<file path="src/rtl/seq_pkg.sv">
// Shared definitions for the run sequencer.
//   seq_state_t : sequencer FSM states
//   res_t       : one per-program result (index, cycle count, timeout flag)
//   idx_width() : width of a program index (at least 1 bit)
// Default parameter values for run_sequencer live here so that the
// top level and any wrappers stay in agreement.
package seq_pkg;

    localparam int SEQ_NUM_PROGS_DEF = 3;
    localparam int SEQ_ADDR_W_DEF    = 10;
    localparam int SEQ_CNT_W_DEF     = 16;
    localparam int SEQ_TIMEOUT_DEF   = 4096;

    typedef enum logic [1:0] {
        IDLE   = 2'd0,
        LAUNCH = 2'd1,
        RUN    = 2'd2,
        REPORT = 2'd3
    } seq_state_t;

    typedef struct packed {
        logic [7:0]  idx;
        logic [31:0] cycles;
        logic        timeout;
    } res_t;

    function automatic int idx_width(input int n);
        return (n > 1) ? $clog2(n) : 1;
    endfunction

endpackage

</file>
<file path="src/rtl/sat_counter.sv">
// Saturating up-counter with synchronous clear and count enable.
// Holds at all-ones instead of wrapping. Clear has priority over enable.
// Ports:
//   clk_i    clock
//   reset_i  synchronous active-high reset (count to 0)
//   clr_i    synchronous clear
//   en_i     count enable
//   count_o  current count
module sat_counter #(
    parameter int CNT_W = 16
) (
    input  logic             clk_i,
    input  logic             reset_i,
    input  logic             clr_i,
    input  logic             en_i,
    output logic [CNT_W-1:0] count_o
);

    logic [CNT_W-1:0] cnt_q;
    logic [CNT_W-1:0] cnt_d;

    always_comb begin
        cnt_d = cnt_q;
        if (clr_i) begin
            cnt_d = '0;
        end else if (en_i && (cnt_q != '1)) begin
            cnt_d = cnt_q + CNT_W'(1);
        end
    end

    always_ff @(posedge clk_i) begin
        if (reset_i) begin
            cnt_q <= '0;
        end else begin
            cnt_q <= cnt_d;
        end
    end

    assign count_o = cnt_q;

endmodule

</file>
<file path="src/rtl/run_sequencer.sv">
// Run scheduler for the single-cycle core. On a start pulse it launches
// programs 0..NUM_PROGS-1 in turn through the core's req/done handshake,
// presents each program's start address, counts the cycles the core keeps
// done low, and emits one result strobe per program.
//
// Build option: define SEQ_WATCHDOG_EN to abort runs that reach TIMEOUT-1
// counted cycles; otherwise RUN waits indefinitely and res_timeout is 0.
//
// Ports:
//   clk              single clock, rising edge
//   reset            synchronous active-high reset
//   start            one-cycle pulse starting a full sequence (ignored when busy)
//   prog_base        start-address table, entry i at [i*ADDR_W +: ADDR_W]
//   core_done        core idle indication
//   core_req         one-cycle launch pulse to the core
//   core_start_addr  PC load value, valid LAUNCH through REPORT
//   busy             high outside IDLE
//   all_done         sticky, set after the last REPORT, cleared on accepted start
//   res_valid        one-cycle result strobe
//   res_idx          program index of the result
//   res_cycles       measured run cycles (saturating)
//   res_timeout      run was aborted by the watchdog
//
// state  | meaning
// IDLE   | waiting for start
// LAUNCH | core_req pulse, counter cleared
// RUN    | core busy, counting cycles until core_done
// REPORT | result strobe, then next program or back to IDLE
module run_sequencer
    import seq_pkg::*;
#(
    parameter int NUM_PROGS = SEQ_NUM_PROGS_DEF,
    parameter int ADDR_W    = SEQ_ADDR_W_DEF,
    parameter int CNT_W     = SEQ_CNT_W_DEF,
    parameter int TIMEOUT   = SEQ_TIMEOUT_DEF
) (
    input  logic                              clk,
    input  logic                              reset,
    input  logic                              start,
    input  logic [NUM_PROGS*ADDR_W-1:0]       prog_base,
    input  logic                              core_done,
    output logic                              core_req,
    output logic [ADDR_W-1:0]                 core_start_addr,
    output logic                              busy,
    output logic                              all_done,
    output logic                              res_valid,
    output logic [idx_width(NUM_PROGS)-1:0]   res_idx,
    output logic [CNT_W-1:0]                  res_cycles,
    output logic                              res_timeout
);

    localparam int IDX_W = idx_width(NUM_PROGS);
    localparam logic [IDX_W-1:0] LAST_IDX = IDX_W'(NUM_PROGS - 1);

`ifdef SEQ_WATCHDOG_EN
    localparam bit WD_EN = 1'b1;
`else
    localparam bit WD_EN = 1'b0;
`endif

    // If TIMEOUT-1 is beyond the counter range the counter saturates first
    // and the watchdog can never trip; the truncated compare value must not
    // be allowed to alias onto a smaller count.
    localparam bit WD_REACHABLE =
        ((longint'(TIMEOUT) - 1) < (longint'(1) << CNT_W)) && (TIMEOUT >= 1);
    localparam logic [CNT_W-1:0] TIMEOUT_M1 = CNT_W'(TIMEOUT - 1);

    seq_state_t        state_q, state_d;
    logic [IDX_W-1:0]  idx_q, idx_d;
    logic [IDX_W-1:0]  next_idx;
    logic [ADDR_W-1:0] addr_q, addr_d;
    logic              all_done_q, all_done_d;
    logic [IDX_W-1:0]  res_idx_q, res_idx_d;
    logic [CNT_W-1:0]  res_cycles_q, res_cycles_d;
    logic              res_timeout_q, res_timeout_d;

    logic              cnt_clr;
    logic              cnt_en;
    logic [CNT_W-1:0]  cnt;
    logic              wd_hit;

    logic [ADDR_W-1:0] base_arr [NUM_PROGS];

    always_comb begin
        for (int i = 0; i < NUM_PROGS; i++) begin
            base_arr[i] = prog_base[i*ADDR_W +: ADDR_W];
        end
    end

    sat_counter #(
        .CNT_W (CNT_W)
    ) u_cycle_cnt (
        .clk_i   (clk),
        .reset_i (reset),
        .clr_i   (cnt_clr),
        .en_i    (cnt_en),
        .count_o (cnt)
    );

`ifdef SEQ_WATCHDOG_EN
    assign wd_hit = WD_EN && WD_REACHABLE && (cnt == TIMEOUT_M1);
`else
    assign wd_hit = WD_EN && WD_REACHABLE && (cnt == TIMEOUT_M1);
`endif

    assign next_idx = idx_q + IDX_W'(1);

    always_comb begin
        state_d       = state_q;
        idx_d         = idx_q;
        addr_d        = addr_q;
        all_done_d    = all_done_q;
        res_idx_d     = res_idx_q;
        res_cycles_d  = res_cycles_q;
        res_timeout_d = res_timeout_q;
        cnt_clr       = 1'b0;
        cnt_en        = 1'b0;

        unique case (state_q)
            IDLE: begin
                if (start) begin
                    state_d    = LAUNCH;
                    idx_d      = '0;
                    addr_d     = base_arr[0];
                    all_done_d = 1'b0;
                end
            end
            LAUNCH: begin
                cnt_clr = 1'b1;
                state_d = RUN;
            end
            RUN: begin
                // core_done wins over a simultaneous watchdog hit.
                if (core_done) begin
                    state_d       = REPORT;
                    res_idx_d     = idx_q;
                    res_cycles_d  = cnt;
                    res_timeout_d = 1'b0;
                end else if (wd_hit) begin
                    state_d       = REPORT;
                    res_idx_d     = idx_q;
                    res_cycles_d  = cnt;
                    res_timeout_d = 1'b1;
                end else begin
                    cnt_en = 1'b1;
                end
            end
            REPORT: begin
                if (idx_q == LAST_IDX) begin
                    state_d    = IDLE;
                    all_done_d = 1'b1;
                end else begin
                    state_d = LAUNCH;
                    idx_d   = next_idx;
                    addr_d  = base_arr[next_idx];
                end
            end
            default: begin
                state_d = IDLE;
            end
        endcase
    end

    always_ff @(posedge clk) begin
        if (reset) begin
            state_q       <= IDLE;
            idx_q         <= '0;
            addr_q        <= '0;
            all_done_q    <= 1'b0;
            res_idx_q     <= '0;
            res_cycles_q  <= '0;
            res_timeout_q <= 1'b0;
        end else begin
            state_q       <= state_d;
            idx_q         <= idx_d;
            addr_q        <= addr_d;
            all_done_q    <= all_done_d;
            res_idx_q     <= res_idx_d;
            res_cycles_q  <= res_cycles_d;
            res_timeout_q <= res_timeout_d;
        end
    end

    assign core_req        = (state_q == LAUNCH);
    assign busy            = (state_q != IDLE);
    assign res_valid       = (state_q == REPORT);
    assign core_start_addr = addr_q;
    assign all_done        = all_done_q;
    assign res_idx         = res_idx_q;
    assign res_cycles      = res_cycles_q;
    assign res_timeout     = res_timeout_q;

endmodule

</file>
<file path="config.mk">
export PLATFORM = sky130hd
export DESIGN_NAME = run_sequencer
export DESIGN_NICKNAME = d
export VERILOG_FILES = /design/src/rtl/seq_pkg.sv /design/src/rtl/sat_counter.sv /design/src/rtl/run_sequencer.sv
export SDC_FILE = /design/constraint.sdc
export NUM_CORES = 1
export LEC_CHECK = 0
export ABC_AREA = 1
export BUFFER_PORTS_ARGS = -buffer_cell sky130_fd_sc_hd__buf_2
export CAP_MARGIN = 40
export CORE_MARGIN = 3
export CORE_UTILIZATION = 45
export DETAILED_ROUTE_END_ITERATION = 8
export GPL_ROUTABILITY_DRIVEN = 0
export PLACE_DENSITY = 0.7
export SYNTH_ARGS = -nofsm -noshare
export SYNTH_HDL_FRONTEND = slang
export SYNTH_SLANG_ARGS = --single-unit
</file>
<file path="constraint.sdc">
create_clock -name clk -period 2.3 [get_ports clk]
set_clock_uncertainty 0.05 [all_clocks]
set_input_delay 0.115 -clock clk [delete_from_list [all_inputs] [get_ports clk]]
set_output_delay 0.115 -clock clk [all_outputs]
set_load 0.01 [all_outputs]
</file>
# Word-level counts from Yosys, hierarchy flattened
# Cells that the tools add are included.
op_classes:
  reduce_logical: 9
  mux: 19
  add_sub_neg: 2
  bitwise: 1
  n_eq_ne: 9
  n_lt_le_gt_ge: 1
ops:
  columns: ["op", "n"]
  rows:
  - ["$mux W10", 4]
  - ["$bmux W10 S2", 1]
  - ["$pmux W10 S2", 1]
  - ["$add A16 B1 Y16 const B", 1]
  - ["$ne A16 B16 Y1 const B", 1]
  - ["$mux W2", 4]
  - ["$pmux W2 S4", 1]
  - ["$eq A2 B2 Y1 const B", 3]
  - ["$mux W1", 6]
  - ["$ne A2 B2 Y1 const B", 3]
  - ["$reduce_and A3 Y1", 2]
  - ["$pmux W2 S2", 1]
  - ["$reduce_and A2 Y1", 2]
  - ["$reduce_bool A2 Y1", 2]
  - ["$ge A3 B3 Y1 const B", 1]
  - ["$not A2 Y3", 1]
  - ["$add A2 B1 Y2 const B", 1]
  - ["$eq A2 B1 Y1 const B", 1]
  - ["$logic_not A2 Y1", 1]
  - ["$ne A2 B1 Y1 const B", 1]
  - ["$pmux W1 S2", 1]
  - ["$reduce_or A2 Y1", 1]
  - ["$logic_and A1 B1 Y1", 1]
word_totals:
  register_bits: 49
  inputBits: 34
  elab_cells: 48

# Depth between registers and ports, before layout
depth:
  ltp_word: 7
  ltp_mapped: 10
  mapped_depth_nobuf: 10

# Modules after synthesis
# A second synthesis with hierarchy kept.
unflattened:
  cells_unflattened: 406
  area_unflattened_um2: 2672.6
modules_own_cells:
  columns: ["module", "seq_area_each_um2", "area_per_inst_um2", "cells_each", "n_inst"]
  rows:
  - ["run_sequencer", 660.6, 1667.8, 250, 1]
  - ["sat_counter", 320.3, 1004.7, 156, 1]

# Least setup slack after synthesis
# OpenSTA, ideal clock, no wires.
synth_path:
  kind: "reg2reg"
  start: "register idx_q[0]"
  end: "register addr_q[0], in the netlist core_start_addr[0]"
  arrival_ns: 1.510
  setup_slack_ns: 0.670
  path_stages_with_launch: 9
  cell_sequence: "dfxtp_1 > buf_2 > inv_1 > ha_1 > clkbuf_1 > o21ai_0 > nand2_1 > o211ai_1 > a21oi_1"
synth_via:
  elab_chain_cells: 7
  elab_cells_between_ends: 10
  cone_classes: "1 x add/sub; 2 x eq/ne; 5 x mux; 1 x bitwise; 1 x reduce/logical"
synth_rtl:
  columns: ["element", "line", "source"]
  rows:
  - ["from (decl)", "run_sequencer.sv:69", "logic [IDX_W-1:0] idx_q, idx_d;"]
  - ["from (signal assigned)", "run_sequencer.sv:175", "idx_q <= idx_d;"]
  - ["$add A2 B1 Y2", "run_sequencer.sv:106", "assign next_idx = idx_q + IDX_W'(1);"]
  - ["$not A2 Y3 (not written as such)", "run_sequencer.sv:155", "addr_d = base_arr[next_idx];"]
  - ["$bmux W10 S2", "run_sequencer.sv:155", null]
  - ["$mux W10 (not written as such) (2 in series)", "run_sequencer.sv:155", null]
  - ["$mux W10", "run_sequencer.sv:149", "if (idx_q == LAST_IDX) begin"]
  - ["$pmux W10 S2", "run_sequencer.sv:119", "unique case (state_q)"]
  - ["to (signal assigned)", "run_sequencer.sv:176", "addr_q <= addr_d;"]
  - ["to (decl)", "run_sequencer.sv:71", "logic [ADDR_W-1:0] addr_q, addr_d;"]
# Parallel ways exist; a longest one is shown, timed or not. The select of a mux whose other input is x is not followed.
# A chain may end at the register's enable or synchronous reset.

# Worst setup path after layout
layout_path:
  start: "register state_q[0]"
  end: "register addr_q[0], in the netlist core_start_addr[0]"
layout_via:
  elab_chain_cells: 3
  elab_cells_between_ends: 7
  cone_classes: "3 x eq/ne; 1 x mux; 3 x reduce/logical"
layout_rtl:
  columns: ["element", "line", "source"]
  rows:
  - ["from (decl)", "run_sequencer.sv:68", "seq_state_t state_q, state_d;"]
  - ["from (signal assigned)", "run_sequencer.sv:174", "state_q <= state_d;"]
  - ["$eq A2 B2 Y1 or $logic_not A2 Y1 (tied branches)", "run_sequencer.sv:119", null]
  - ["$ne A2 B2 Y1 (no line) or $reduce_bool A2 Y1 (tied branches)", null, null]
  - ["$reduce_and A3 Y1 (no line)", null, null]
# Parallel ways exist; a longest one is shown, timed or not.

==> out/results.md <==
• Leakage: 0.00128 µW
• die span in x: 80.3 µm
• count of buffering cells on the critical path with inverters included: 2
• most common cell in the netlist: sky130_fd_sc_hd__nand2_1
• RSZ-0062 raised after global routing: no
• vias per cell: 5.11
• cts hold-fix bufs: 0
• initial antenna violation count: 0
• starting utilization of the core area: 0.477
• Worst R2R Setup Slack: 410 ps
• leading area contributor after synthesis: sky130_fd_sc_hd__dfxtp_1
• vias in the first global route: 2222
• post-detailed-route count of antenna-violating nets: 0
• synthesized netlist net count: 400
• Crit path top cell by count: sky130_fd_sc_hd__inv_2
• area of the core: 5200 µm²
• path type of the worst setup path: reg -> reg
• Num CTS Buffers: 5
• setup violators final: 0
• fin nets: 462
• worst-path cell chain: ha_1, inv_2, nand2_1, nand3_2, inv_2, o211ai_1, a21oi_1
• Layout fillers: 528
• # port buffers: 65
• slowest cell on the critical path: sky130_fd_sc_hd__dfxtp_1
• proportion of layout cells with a drive suffix above 1: 0.237
• clock sink count: 49
• Yosys warning total: 0
• Core Rows: 26
• count of flip-flops with a built-in enable after synthesis: 0
• final slew viol count: 0
• Avg Cell Area, Syn: 6.91 µm²
• die boundary height: 80.3 µm
• leading cell types by count after synthesis: sky130_fd_sc_hd__nand2_1 (92), sky130_fd_sc_hd__nor2_1 (54), sky130_fd_sc_hd__dfxtp_1 (49), sky130_fd_sc_hd__a21oi_1 (40), sky130_fd_sc_hd__inv_1 (23)
• synthesized instance count: 359
• H-tree Lvls: 2
• top cells by area, synth: sky130_fd_sc_hd__dfxtp_1 (40%), sky130_fd_sc_hd__nand2_1 (14%), sky130_fd_sc_hd__nor2_1 (8.2%)
• CTS tree: yes
• cell chosen for the clock root: sky130_fd_sc_hd__clkbuf_8
• share of the synthesized area in the top cell type: 0.395
• overflow left after global routing: 0
• maximum number of pins on one net before global-route repair: 35
• worst skew pair latency: 310 ps
• sequential-to-total area share from yosys stat: 0.395
• final worst path period need: 1890 ps
• synthesized area: 2480 µm²
• Starting DRT DRC Count: 143
• routed wire length: 6.26 mm
• Startpoint Class: flip-flop
• delay of the slowest cell on the worst path: 400 ps
• gate family responsible for the most delay along the worst path: buffers and inverters
• WL per Instance: 12.7 µm
• HP Class: in -> reg
• kind of end point of the critical path: flip-flop
• Die Footprint: 6440 µm²
• count of different cell masters after synthesis: 28
• Top-Level Pins: 67
• multi-input combinational cell area: 1340 µm²
• Final Cycle Share: 0.822
• maximum fanout encountered on the critical timing path: 15
• power density of the placed cells: 871 nW/µm²
• wire length of the first global-routing pass: 10.4 mm
• count of instances resized after the clock tree is built: 0
• Yosys reg bits: 49
• max-cap viol count: 0
• maximum resistive drop on vdd: 0.000408 V
• arrival time worst endpoint: 2090 ps
• Sequential Area: 981 µm²
• data required time of the worst path: 2500 ps
• half-perimeter wire length of the detailed placement result: 4.68 mm
• diodes inserted: 0
• result of the run: finished clean
• via count: 2515
• endpoints failing hold: 0
• most instantiated flip-flop cell in the synthesis netlist: sky130_fd_sc_hd__dfxtp_1
• synthesis-to-layout area growth: 19.3%
• post-detailed-route DRC marker count: 0
• aggregate global-route resource usage: 0.204
• clock slew seen by the registers of the worst setup and hold paths: 100 ps
• summed negative setup slack over all endpoints: 0 ps
• worst hold margin: 76.4 ps
• Async SR Flop Fraction: 0
• maximum operating frequency: 529 MHz
• maximum buffer depth of the clock tree: 2
• Final Total Pwr: 2580 µW
• TritonRoute pass-1 iters: 4
• buffer count from post-CTS setup fixing: 0
[worst paths after layout]
| path | depth (start not counted) | from | end |
|---|---|---|---|
| setup / recovery | 7 | state_q[0] | core_start_addr[0] |
| hold / removal | 3 | prog_base[8] | core_start_addr[8] |
| setup reg to reg | 7 | state_q[0] | core_start_addr[0] |
| hold reg to reg | 2 | res_cycles[5] | res_cycles[5] |
[per-layer routing]
layer  up-vias  GRT usage  routed length [µm]
met3         8     0.0336                 415
met4         0     0.0608                  99
met2        90      0.323                2820
li1       1298          -                   -
met5         -          0                   0
met1      1119      0.284                2930
[worst reg2reg max path: stages, from the launching register on]
cell	delay, ps
sky130_fd_sc_hd__dfxtp_1	400
sky130_fd_sc_hd__ha_1	280
sky130_fd_sc_hd__inv_2	150
sky130_fd_sc_hd__nand2_1	120
sky130_fd_sc_hd__nand3_2	270
sky130_fd_sc_hd__inv_2	270
sky130_fd_sc_hd__o211ai_1	150
sky130_fd_sc_hd__a21oi_1	140
[per-stage QoR]
step	setup slack [ps]	instance area, µm²	cells	util
finish	409	2960	492	0.569
global route	207	2960	492	0.569
CTS	413	2960	492	0.569
detailed placement	435	2860	484	0.550
global placement	577	2860	484	0.550
floorplan	670	2480	359	-
[kinds of logic (layout without fill, tap and decap cells)]
group,Yosys count,count (layout),share of synthesized area
buf+inv,40,103,0.0635
other cells,1,1,0.00151
fa+ha+maj,7,7,0.0353
simple gates,182,182,0.320
flops,49,49,0.395
compound gates,80,80,0.185
[where the power goes]
| group | switching [µW] | total (µW) | internal [µW] |
|---|---|---|---|
| sequential | 87.7 | 1070 | 983 |
| combinational | 623 | 973 | 349 |
| clock | 313 | 535 | 221 |
| total | 1020 | 2580 | 1550 |
[cells in the final DEF (no fill, tap or decap), types with 2 or more instances in the layout]
cell,count
sky130_fd_sc_hd__nor2_1,54
sky130_fd_sc_hd__nand3_1,10
sky130_fd_sc_hd__inv_2,3
sky130_fd_sc_hd__a21oi_1,40
sky130_fd_sc_hd__nand4_1,3
sky130_fd_sc_hd__nand2_1,92
sky130_fd_sc_hd__o211ai_1,10
sky130_fd_sc_hd__buf_2,65
sky130_fd_sc_hd__clkinvlp_4,2
sky130_fd_sc_hd__clkbuf_8,5
sky130_fd_sc_hd__nand2_2,5
sky130_fd_sc_hd__o21ai_1,3
sky130_fd_sc_hd__buf_4,4
sky130_fd_sc_hd__nor2_2,8
sky130_fd_sc_hd__dfxtp_1,49
sky130_fd_sc_hd__ha_1,7
sky130_fd_sc_hd__nand3_2,2
sky130_fd_sc_hd__a211oi_1,10
sky130_fd_sc_hd__nor3_1,3
sky130_fd_sc_hd__nor2_4,2
sky130_fd_sc_hd__o21ai_0,14
sky130_fd_sc_hd__inv_1,23
[flip-flops by register name, summed over array words and instances (netlist names)]
register             count
res_idx                  2
core_start_addr         10
idx_q                    2
res_cycles              16
u_cycle_cnt.count_o     16
all_done                 1
state_q                  2
[final cells by class]
cell class              count  area share
inverters                  26      0.0330
clock buffers               5      0.0233
clock inverters             3     0.00888
multi-input cells         270       0.454
flip-flops and latches     49       0.332
well taps                  70      0.0296
repair buffers             69       0.120
Note: power is estimated with default switching activity, not from simulation.
